--- src/rtl/instruction_cache_pkg.sv ---
// Shared definitions for the direct-mapped instruction cache.
//   - FSM state encoding (IDLE / MEM_READ / UPDATE)
//   - field widths of the CPU address split and of the memory block / CPU word
//   - word-select helper used to pick a 32-bit word out of a 128-bit line
package instruction_cache_pkg;

  localparam int TAG_W   = 3;
  localparam int IDX_W   = 3;
  localparam int BLOCK_W = 128;
  localparam int WORD_W  = 32;

  typedef enum logic [1:0] {
    IDLE     = 2'd0,
    MEM_READ = 2'd1,
    UPDATE   = 2'd2
  } state_e;

  // Word w of a block occupies bits [32w+31:32w].
  function automatic logic [WORD_W-1:0] select_word(input logic [BLOCK_W-1:0] blk,
                                                    input logic [1:0]         w);
    logic [WORD_W-1:0] word;
    case (w)
      2'd0:    word = blk[31:0];
      2'd1:    word = blk[63:32];
      2'd2:    word = blk[95:64];
      default: word = blk[127:96];
    endcase
    return word;
  endfunction

endpackage

--- src/rtl/instruction_cache_array.sv ---
// icache_array: valid/tag/data storage of the instruction cache.
// Ports:
//   clock, reset     - system clock; asynchronous active-low reset (clears valid bits only)
//   rd_index         - line selected for the lookup
//   rd_valid/rd_tag/rd_block - contents of the selected line, read combinationally
//   wr_en            - install a line at the next posedge
//   wr_index/wr_tag/wr_block - line to install
// Tags and data are not reset; a line is only trusted once its valid bit is set.
module icache_array
  import instruction_cache_pkg::*;
#(
  parameter int NUM_BLOCKS = 8
) (
  input  logic               clock,
  input  logic               reset,
  input  logic [IDX_W-1:0]   rd_index,
  output logic               rd_valid,
  output logic [TAG_W-1:0]   rd_tag,
  output logic [BLOCK_W-1:0] rd_block,
  input  logic               wr_en,
  input  logic [IDX_W-1:0]   wr_index,
  input  logic [TAG_W-1:0]   wr_tag,
  input  logic [BLOCK_W-1:0] wr_block
);

  logic [NUM_BLOCKS-1:0] valid_q;
  logic [TAG_W-1:0]      tag_q  [NUM_BLOCKS];
  logic [BLOCK_W-1:0]    data_q [NUM_BLOCKS];

  always_ff @(posedge clock or negedge reset) begin
    if (!reset) begin
      valid_q <= '0;
    end else if (wr_en) begin
      valid_q[wr_index] <= 1'b1;
    end
  end

  always_ff @(posedge clock) begin
    if (wr_en) begin
      tag_q[wr_index]  <= wr_tag;
      data_q[wr_index] <= wr_block;
    end
  end

  assign rd_valid = valid_q[rd_index];
  assign rd_tag   = tag_q[rd_index];
  assign rd_block = data_q[rd_index];

endmodule

--- src/rtl/instruction_cache.sv ---
// instruction_cache: direct-mapped instruction cache, 8 lines x 16 bytes.
// Hits are served combinationally with no stall; a miss fetches one 128-bit block
// from instruction memory, installs it and then serves the word.
// Optional feature: define ICACHE_STATS_EN to add hit_count / miss_count outputs.
// Ports:
//   clock, reset   - system clock; asynchronous active-low reset
//   read, address  - CPU fetch request and 10-bit byte PC ([9:7] tag, [6:4] index, [3:2] word)
//   readinst       - fetched word (0 when the current lookup does not hit)
//   busywait       - CPU stall, high while a request is unresolved
//   mem_read, mem_address - block read request to instruction memory ({tag,index})
//   mem_readinst, mem_busywait - block from memory and its busy flag
//   hit_count, miss_count (ICACHE_STATS_EN only) - saturating 16-bit statistics
// Memory handshake: mem_read is held high with a stable mem_address for the whole
// request; the memory holds mem_busywait high while busy, and mem_busywait being low
// in MEM_READ means mem_readinst is valid (it stays valid through the UPDATE cycle).
// The FSM state is kept in state_q (type state_e) so checkers can bind to it.
module instruction_cache
  import instruction_cache_pkg::*;
#(
  parameter int NUM_BLOCKS = 8
) (
  input  logic               clock,
  input  logic               reset,
  input  logic               read,
  input  logic [9:0]         address,
  output logic [WORD_W-1:0]  readinst,
  output logic               busywait,
  output logic               mem_read,
  output logic [5:0]         mem_address,
  input  logic [BLOCK_W-1:0] mem_readinst,
  input  logic               mem_busywait
`ifdef ICACHE_STATS_EN
  ,
  output logic [15:0]        hit_count,
  output logic [15:0]        miss_count
`endif
);

  state_e state_q, state_d;

  logic [TAG_W-1:0]       addr_tag;
  logic [IDX_W-1:0]       addr_idx;
  logic [1:0]             addr_word;
  logic                   addr_byte_unused;

  logic                   line_valid;
  logic [TAG_W-1:0]       line_tag;
  logic [BLOCK_W-1:0]     line_block;
  logic                   hit;

  logic [TAG_W+IDX_W-1:0] blk_addr_q;
  logic                   latch_blk;
  logic                   fill_en;

  assign addr_tag         = address[9:7];
  assign addr_idx         = address[6:4];
  assign addr_word        = address[3:2];
  assign addr_byte_unused = ^address[1:0];

  icache_array #(
    .NUM_BLOCKS(NUM_BLOCKS)
  ) u_array (
    .clock    (clock),
    .reset    (reset),
    .rd_index (addr_idx),
    .rd_valid (line_valid),
    .rd_tag   (line_tag),
    .rd_block (line_block),
    .wr_en    (fill_en),
    .wr_index (blk_addr_q[IDX_W-1:0]),
    .wr_tag   (blk_addr_q[TAG_W+IDX_W-1:IDX_W]),
    .wr_block (mem_readinst)
  );

  assign hit = line_valid && (line_tag == addr_tag);

  // State register and the block address latched at the start of a miss.
  // The fill always targets blk_addr_q, so the CPU address may wander mid-miss.
  always_ff @(posedge clock or negedge reset) begin
    if (!reset) begin
      state_q    <= IDLE;
      blk_addr_q <= '0;
    end else begin
      state_q <= state_d;
      if (latch_blk) begin
        blk_addr_q <= {addr_tag, addr_idx};
      end
    end
  end

  always_comb begin
    state_d   = state_q;
    latch_blk = 1'b0;
    case (state_q)
      IDLE: begin
        if (read && !hit) begin
          state_d   = MEM_READ;
          latch_blk = 1'b1;
        end
      end
      MEM_READ: begin
        if (!mem_busywait) begin
          state_d = UPDATE;
        end
      end
      UPDATE: begin
        state_d = IDLE;
      end
      default: begin
        state_d = IDLE;
      end
    endcase
  end

  assign fill_en     = (state_q == UPDATE);
  assign mem_read    = (state_q == MEM_READ);
  assign mem_address = blk_addr_q;

  // Gated by reset so the stall drops the moment reset is asserted, even with read held.
  assign busywait = reset && read && !((state_q == IDLE) && hit);
  assign readinst = hit ? select_word(line_block, addr_word) : '0;

`ifdef ICACHE_STATS_EN
  logic [15:0] hit_count_q;
  logic [15:0] miss_count_q;
  logic        after_fill_q;

  // The first IDLE cycle after a fill is the tail of the miss, not a separate hit.
  always_ff @(posedge clock or negedge reset) begin
    if (!reset) begin
      hit_count_q  <= '0;
      miss_count_q <= '0;
      after_fill_q <= 1'b0;
    end else begin
      after_fill_q <= (state_q == UPDATE);
      if ((state_q == IDLE) && read && !hit && (miss_count_q != 16'hFFFF)) begin
        miss_count_q <= miss_count_q + 16'd1;
      end
      if ((state_q == IDLE) && read && hit && !after_fill_q && (hit_count_q != 16'hFFFF)) begin
        hit_count_q <= hit_count_q + 16'd1;
      end
    end
  end

  assign hit_count  = hit_count_q;
  assign miss_count = miss_count_q;
`endif

endmodule

--- config.mk ---
export PLATFORM = sky130hd
export DESIGN_NAME = instruction_cache
export DESIGN_NICKNAME = d
export VERILOG_FILES = /design/src/rtl/instruction_cache_pkg.sv /design/src/rtl/instruction_cache_array.sv /design/src/rtl/instruction_cache.sv
export SDC_FILE = /design/constraint.sdc
export NUM_CORES = 1
export LEC_CHECK = 0
export ABC_AREA = 1
export CAP_MARGIN = 25
export CORE_UTILIZATION = 55
export DETAILED_ROUTE_END_ITERATION = 6
export GPL_ROUTABILITY_DRIVEN = 0
export PLACE_DENSITY = 0.76
export SYNTH_ARGS = -nofsm -noshare
export SYNTH_HDL_FRONTEND = slang
export SYNTH_HIERARCHICAL = 1
export SYNTH_SLANG_ARGS = --single-unit
--- constraint.sdc ---
create_clock -name clock -period 6.3 [get_ports clock]
set_input_delay 1.26 -clock clock [delete_from_list [all_inputs] [get_ports clock]]
set_output_delay 1.26 -clock clock [all_outputs]
set_load 0.005 [all_outputs]
-- Word level (Yosys, flattened, before mapping)
Memory sizes are Yosys's and may differ from the RTL's.
Cells that the tools add are included.
- flip-flop bits (word level): 16
- memories kept: 2
- logic and storage cells: 40
- output and inout port bits: 40
- RAM bits: 1048
- eq/ne operators: 7
- bitwise gates (word level): 1
- order comparisons: 3
- reduce and logical (&&, ||, !) cells: 11
- multiplexer cells: 13
- memory list (name ; words ; bits a word ; rd ports ; clocked after memory_dff ; write ports ; RTL line ; text):
    u_array.data_q ; 8 ; 128 ; 1 ; 0 ; 1 ; instruction_cache_array.sv:28 ; logic [BLOCK_W-1:0] data_q [NUM_BLOCKS];
    u_array.tag_q ; 8 ; 3 ; 1 ; 0 ; 1 ; instruction_cache_array.sv:27 ; logic [TAG_W-1:0] tag_q [NUM_BLOCKS];
- operators by type and width (operator ; number):
    $pmux 32 s3 ; 1
    $mux 32 ; 1
    $lt 3x4->1 const B ; 2
    $or 8x8->8 ; 1
    $logic_and 1x1->1 ; 6
    $mux 1 ; 6
    $eq 2x1->1 const B ; 2
    $eq 2x2->1 const B ; 2
    $logic_not 2->1 ; 2
    $mux 2 ; 2
    $ne 2x2->1 const B ; 2
    $pmux 2 s2 ; 1
    $bmux 1 s3 ; 1
    $demux 1 s3 ; 1
    $eq 3x3->1 ; 1
    $ge 3x1->1 const B ; 1
    $logic_not 1->1 ; 2
    $reduce_and 2->1 ; 1

-- Depth between registers and ports, before layout
Gate-level depths: netlist (run 1).
- word-level depth: 7
- mapped depth: 17
- gate-level depth less buffers: 14

-- By module
The synthesis (run 1) kept the hierarchy.
- modules (own cells, without submodules) (module ; area an instance (um2) ; instances ; sequential area each (um2) ; cells an instance):
    icache_array ; 46530.9 ; 1 ; 31670.4 ; 4588
    instruction_cache ; 1506.4 ; 1 ; 200.2 ; 333

-- Worst setup path before layout (run 1)
OpenSTA, ideal clock, no wires.
- kind: reg-to-reg
- start: reg state_q[1]
- end: mem u_array.data_q[3][0] (enable)
- path slack: -452 ps
- stages on the path, launching flop included: 5
- period minus slack after synthesis: 6752 ps
- setup time: 623 ps
- data required time: 5677 ps
- data arrival time: 6129 ps
- buffers on the path: 0
- path through: dfrtp_1 > inv_1 > nor2_1 > nand2_1 > nor2_1
- word-level cells in the longest chain between the ends: 3
- RTL lines (item ; RTL line ; text):
    start: declaration ; instruction_cache.sv:39 ; state_e state_q, state_d;
    start signal: assignment ; instruction_cache.sv:84 ; state_q <= state_d;
    $eq 2x2->1 ; instruction_cache.sv:115 ; assign fill_en = (state_q == UPDATE);
    via fill_en ; instruction_cache.sv:53 ; logic fill_en;
    $mux 1 ; instruction_cache_array.sv:39 ; if (wr_en) begin
    $mux 1 (not written as such) ; instruction_cache_array.sv:41 ; data_q[wr_index] <= wr_block;
    end: declaration ; instruction_cache_array.sv:28 ;
The timed path passes the listed nets, and every way through them passes these cells.

-- Worst setup path in the final report (run 1)
- start: in address[4]
- end: out readinst[3]
- elaborated cells on any way between the ends: 8
- classes of those cells: eq/ne: 1; mux: 4; reduce/logical: 1; memory: 2
- RTL lines (item ; RTL line ; text):
    start: declaration ; instruction_cache.sv:25 ; input logic [9:0] address,
    $mem_v2 8x128 ; -- ;
    via line_block[67] ; instruction_cache.sv:48 ; logic [BLOCK_W-1:0] line_block;
    $pmux 32 s3 ; instruction_cache_pkg.sv:22 ; case (w)
    $mux 32 ; instruction_cache.sv:121 ; assign readinst = hit ? select_word(line_block, addr_word) : '0;
    end: declaration ; instruction_cache.sv:26 ; output logic [WORD_W-1:0] readinst,
The timed path passes the listed nets, and every way through them passes these cells. The select of a mux whose other input is x is not followed.

==> results of run 1 <==
[cells by family after synthesis]
logic type | after synthesis | share of synthesized area
compound gates | 11 | 0.00120
buf+inv | 1324 | 0.119
flops | 1064 | 0.663
simple gates | 2522 | 0.217
[cell type report]
class,instances,area (um2),area share
well taps,1155,1450,0.0268
clock inverters,71,542,0.0101
diodes,7,17.5,0.000325
flip-flops and latches,1064,31900,0.592
repair buffers,227,2400,0.0445
clock buffers,127,2860,0.0531
multi-input cells,2533,10500,0.195
inverters,1104,4180,0.0777
[power by group]
group,switching [W],internal (W),total [W],leakage [nW]
Combinational,0.00109,0.000441,0.00153,13.1
Sequential,0.000105,0.00817,0.00827,9.63
Clock,0.00260,0.00351,0.00612,1.67
Total,0.00379,0.0121,0.0159,24.4
[Yosys cell counts]
library cell  number
nand2_1         1758
inv_1           1100
edfxtp_1        1048
nand3_1          566
buf_2            131
nor2_1           108
nand2_2           86
buf_6             53
clkbuf_1          16
dfrtp_1           16
buf_8              9
o21ai_0            9
buf_4              5
buf_1              3
buf_12             3
inv_2              3
nor2_2             2
inv_6              1
nor2_4             1
nor3_1             1
o21ai_1            1
o21bai_1           1
[metrics by stage]
stage	instances	TNS [ps]	hold slack, ps	total power [W]	utilization
after floorplan	4921	-467880	427	0.00933	-
after global placement	6083	0	439	0.00987	0.582
after detailed placement	6083	0	449	0.00993	0.582
after CTS	6281	0	461	0.0160	0.621
after global routing	6285	0	478	0.0164	0.621
final	6288	0	463	0.0159	0.621
[sequential cells by signal, summed over array words and instances, names as in the netlist]
signal / cells
mem_address: 6
u_array/valid_q: 8
u_array/tag_q: 24
state_q: 2
u_array/data_q: 1024
[worst max-delay path: cells and delay by family]
family	cells	cell delay, ps
buffers and inverters	4	1540
AND/OR/NAND/NOR	9	1100
[placed cells by master (no fill, tap or decap), types with 3 or more instances in the layout]
cell type	count
o21ai_0	9
edfxtp_1	1048
clkdlybuf4s50_1	176
clkinv_1	31
diode_2	7
inv_6	3
nand2_1	1758
nand2_2	86
dfrtp_1	16
buf_4	30
nor2_1	100
nor2_4	9
clkinvlp_4	5
clkbuf_1	15
buf_12	19
clkbuf_16	112
nand3_1	566
inv_1	1099
clkinv_2	23
bufinv_16	7
[worst min-delay path by stage]
stage,to,slack (ps),depth (start not counted)
after floorplan,u_array/valid_q[0],430,2
after global placement,u_array/valid_q[1],440,2
after detailed placement,u_array/valid_q[5],450,2
after CTS,u_array/valid_q[5],460,2
after global routing,u_array/valid_q[5],480,2
final,u_array/valid_q[6],460,2
[metal layers]
metal | global-route usage | wire length [um] | vias up
met3 | 0.0540 | 10400 | 254
met4 | 0.102 | 3970 | 26
met2 | 0.451 | 57800 | 1258
met1 | 0.328 | 44400 | 15400
li1 | - | - | 15500
met5 | 0 | 170 | -
==> impl_results.md, run 1 <==
* Min Tclk post-route at 5370 ps
* Area after DPL at 50400 um2
* Initial antenna violation count at 23
* DRT Wirelength at 117 mm
* FF+latch count, synth at 1064
* Pin count of the biggest net entering global routing at 203
* WL per Instance at 18.6 um
* HPWL after detailed placement at 63.1 mm
* Seq/Total Area, Yosys at 0.663
* MaxCap Viol Count at 0
* Hold WC Path Type: reg -> reg
* PortBufs at 179
* Fin area at 53800 um2
* Setup ws final at 930 ps
* CP required at 5040 ps
* Pleak at 24.4 nW
* Pwr dens at 296 nW/um2
* Unrepaired setup endpoints after global routing: false
* Min-delay src: u_array/valid_q[6]
* Synth Warn # at 6
* First-pass GRT wire length at 177 mm
* Dominant cells by area after synthesis: edfxtp_1 66%, nand2_1 14%, inv_1 8.6%, nand3_1 5.9%, buf_2 1.4%
* Via count at 32400
* Via density at 5.15
* Mapped Area at 48000 um2
* Syn Inst Count at 4921
* Reg2reg start: state_q[1]
* CP arrival at 4110 ps
* First-pass iteration count of the detailed router at 5
* RR Endpoint: u_array/data_q[5][56]
* Critical path type: in -> out
* Clk Tree Root Cell: clkbuf_16
* CTS tree: done
* Post-synth top area cell: edfxtp_1
* Clock Skew at 20.2 ps
* VDD IR max at 0.272 mV
* Clock Path Buffers at 3
* Status: completed
* CP Cell Sequence: buf_8, clkinv_16, buf_4, nand2_1, nand3_1, nand2_1, nand2_1, nand2_1, nand2_1, nand3_1, nor2_1, nor2_1, clkdlybuf4s50_1
* Post-CTS setup repair buffer count at 0
* Fill count at 6556
* Clk sink count at 1064
* Critical Path Source Type: input port
* Pins Over Slew Limit at 0
* R2R depth at 5
* Row cnt at 108
* Post-synth net total at 5063
* Worst-skew pair later-pin latency at 660 ps
* Setup WS pre-CTS at 928 ps
* Grt total ovfl at 0
* # IOs at 182
* Final Hold Fails at 0
* Die area at 88500 um2
* Yosys cell types at 22
* R2r setup slk at 3390 ps
* Worst-path clk slew at 60 ps
* GRT Util Overall at 0.263
* CTS buffer count at 108
* Crit path largest cell delay at 530 ps
* Syn Area/Cell at 9.76 um2
* Htree depth at 3
* Die X at 298 um
* Post_cts resized at 0
* CP most frequent cell: nand2_1
* Share of cells above drive strength 1 at 0.0595
* Setup crit start: address[4]
* Vias in the first global route at 31400
* Residual DRC at 0
* Chip Height at 298 um
* Nets at 5180
* CP max stage cell: clkdlybuf4s50_1
* Initial DRC count at 3362
* Synth-to-Final Area Change at 12.1%
* Worst-Margin Slew at 1170 ps
* Period Utilization, post-route at 0.852
* Final ANT Viol Nets at 0
* Critical path peak fanout at 159
* Fmax at 186 MHz
* Worst setup path endpoint: readinst[3]
* Final setup fails at 0
* Cts hold-fix bufs at 0
* Core ar. at 86600 um2
* Post-synth top area share at 0.655
* Max_slew headroom at 0.219
* Starting Density at 0.555
* Crit. End Element: primary output
Power figures use the tool's default switching activity.
==> inputs of run 2 (changes only) <==
--- a/config.mk
+++ b/config.mk
@@ -6,7 +6,6 @@
 export NUM_CORES = 1
 export LEC_CHECK = 0
 export ABC_AREA = 1
-export CAP_MARGIN = 25
 export CORE_UTILIZATION = 55
 export DETAILED_ROUTE_END_ITERATION = 6
 export GPL_ROUTABILITY_DRIVEN = 0
==> results of run 2 <==
The final DEF is identical to that of run 1; final timing and power are the same.
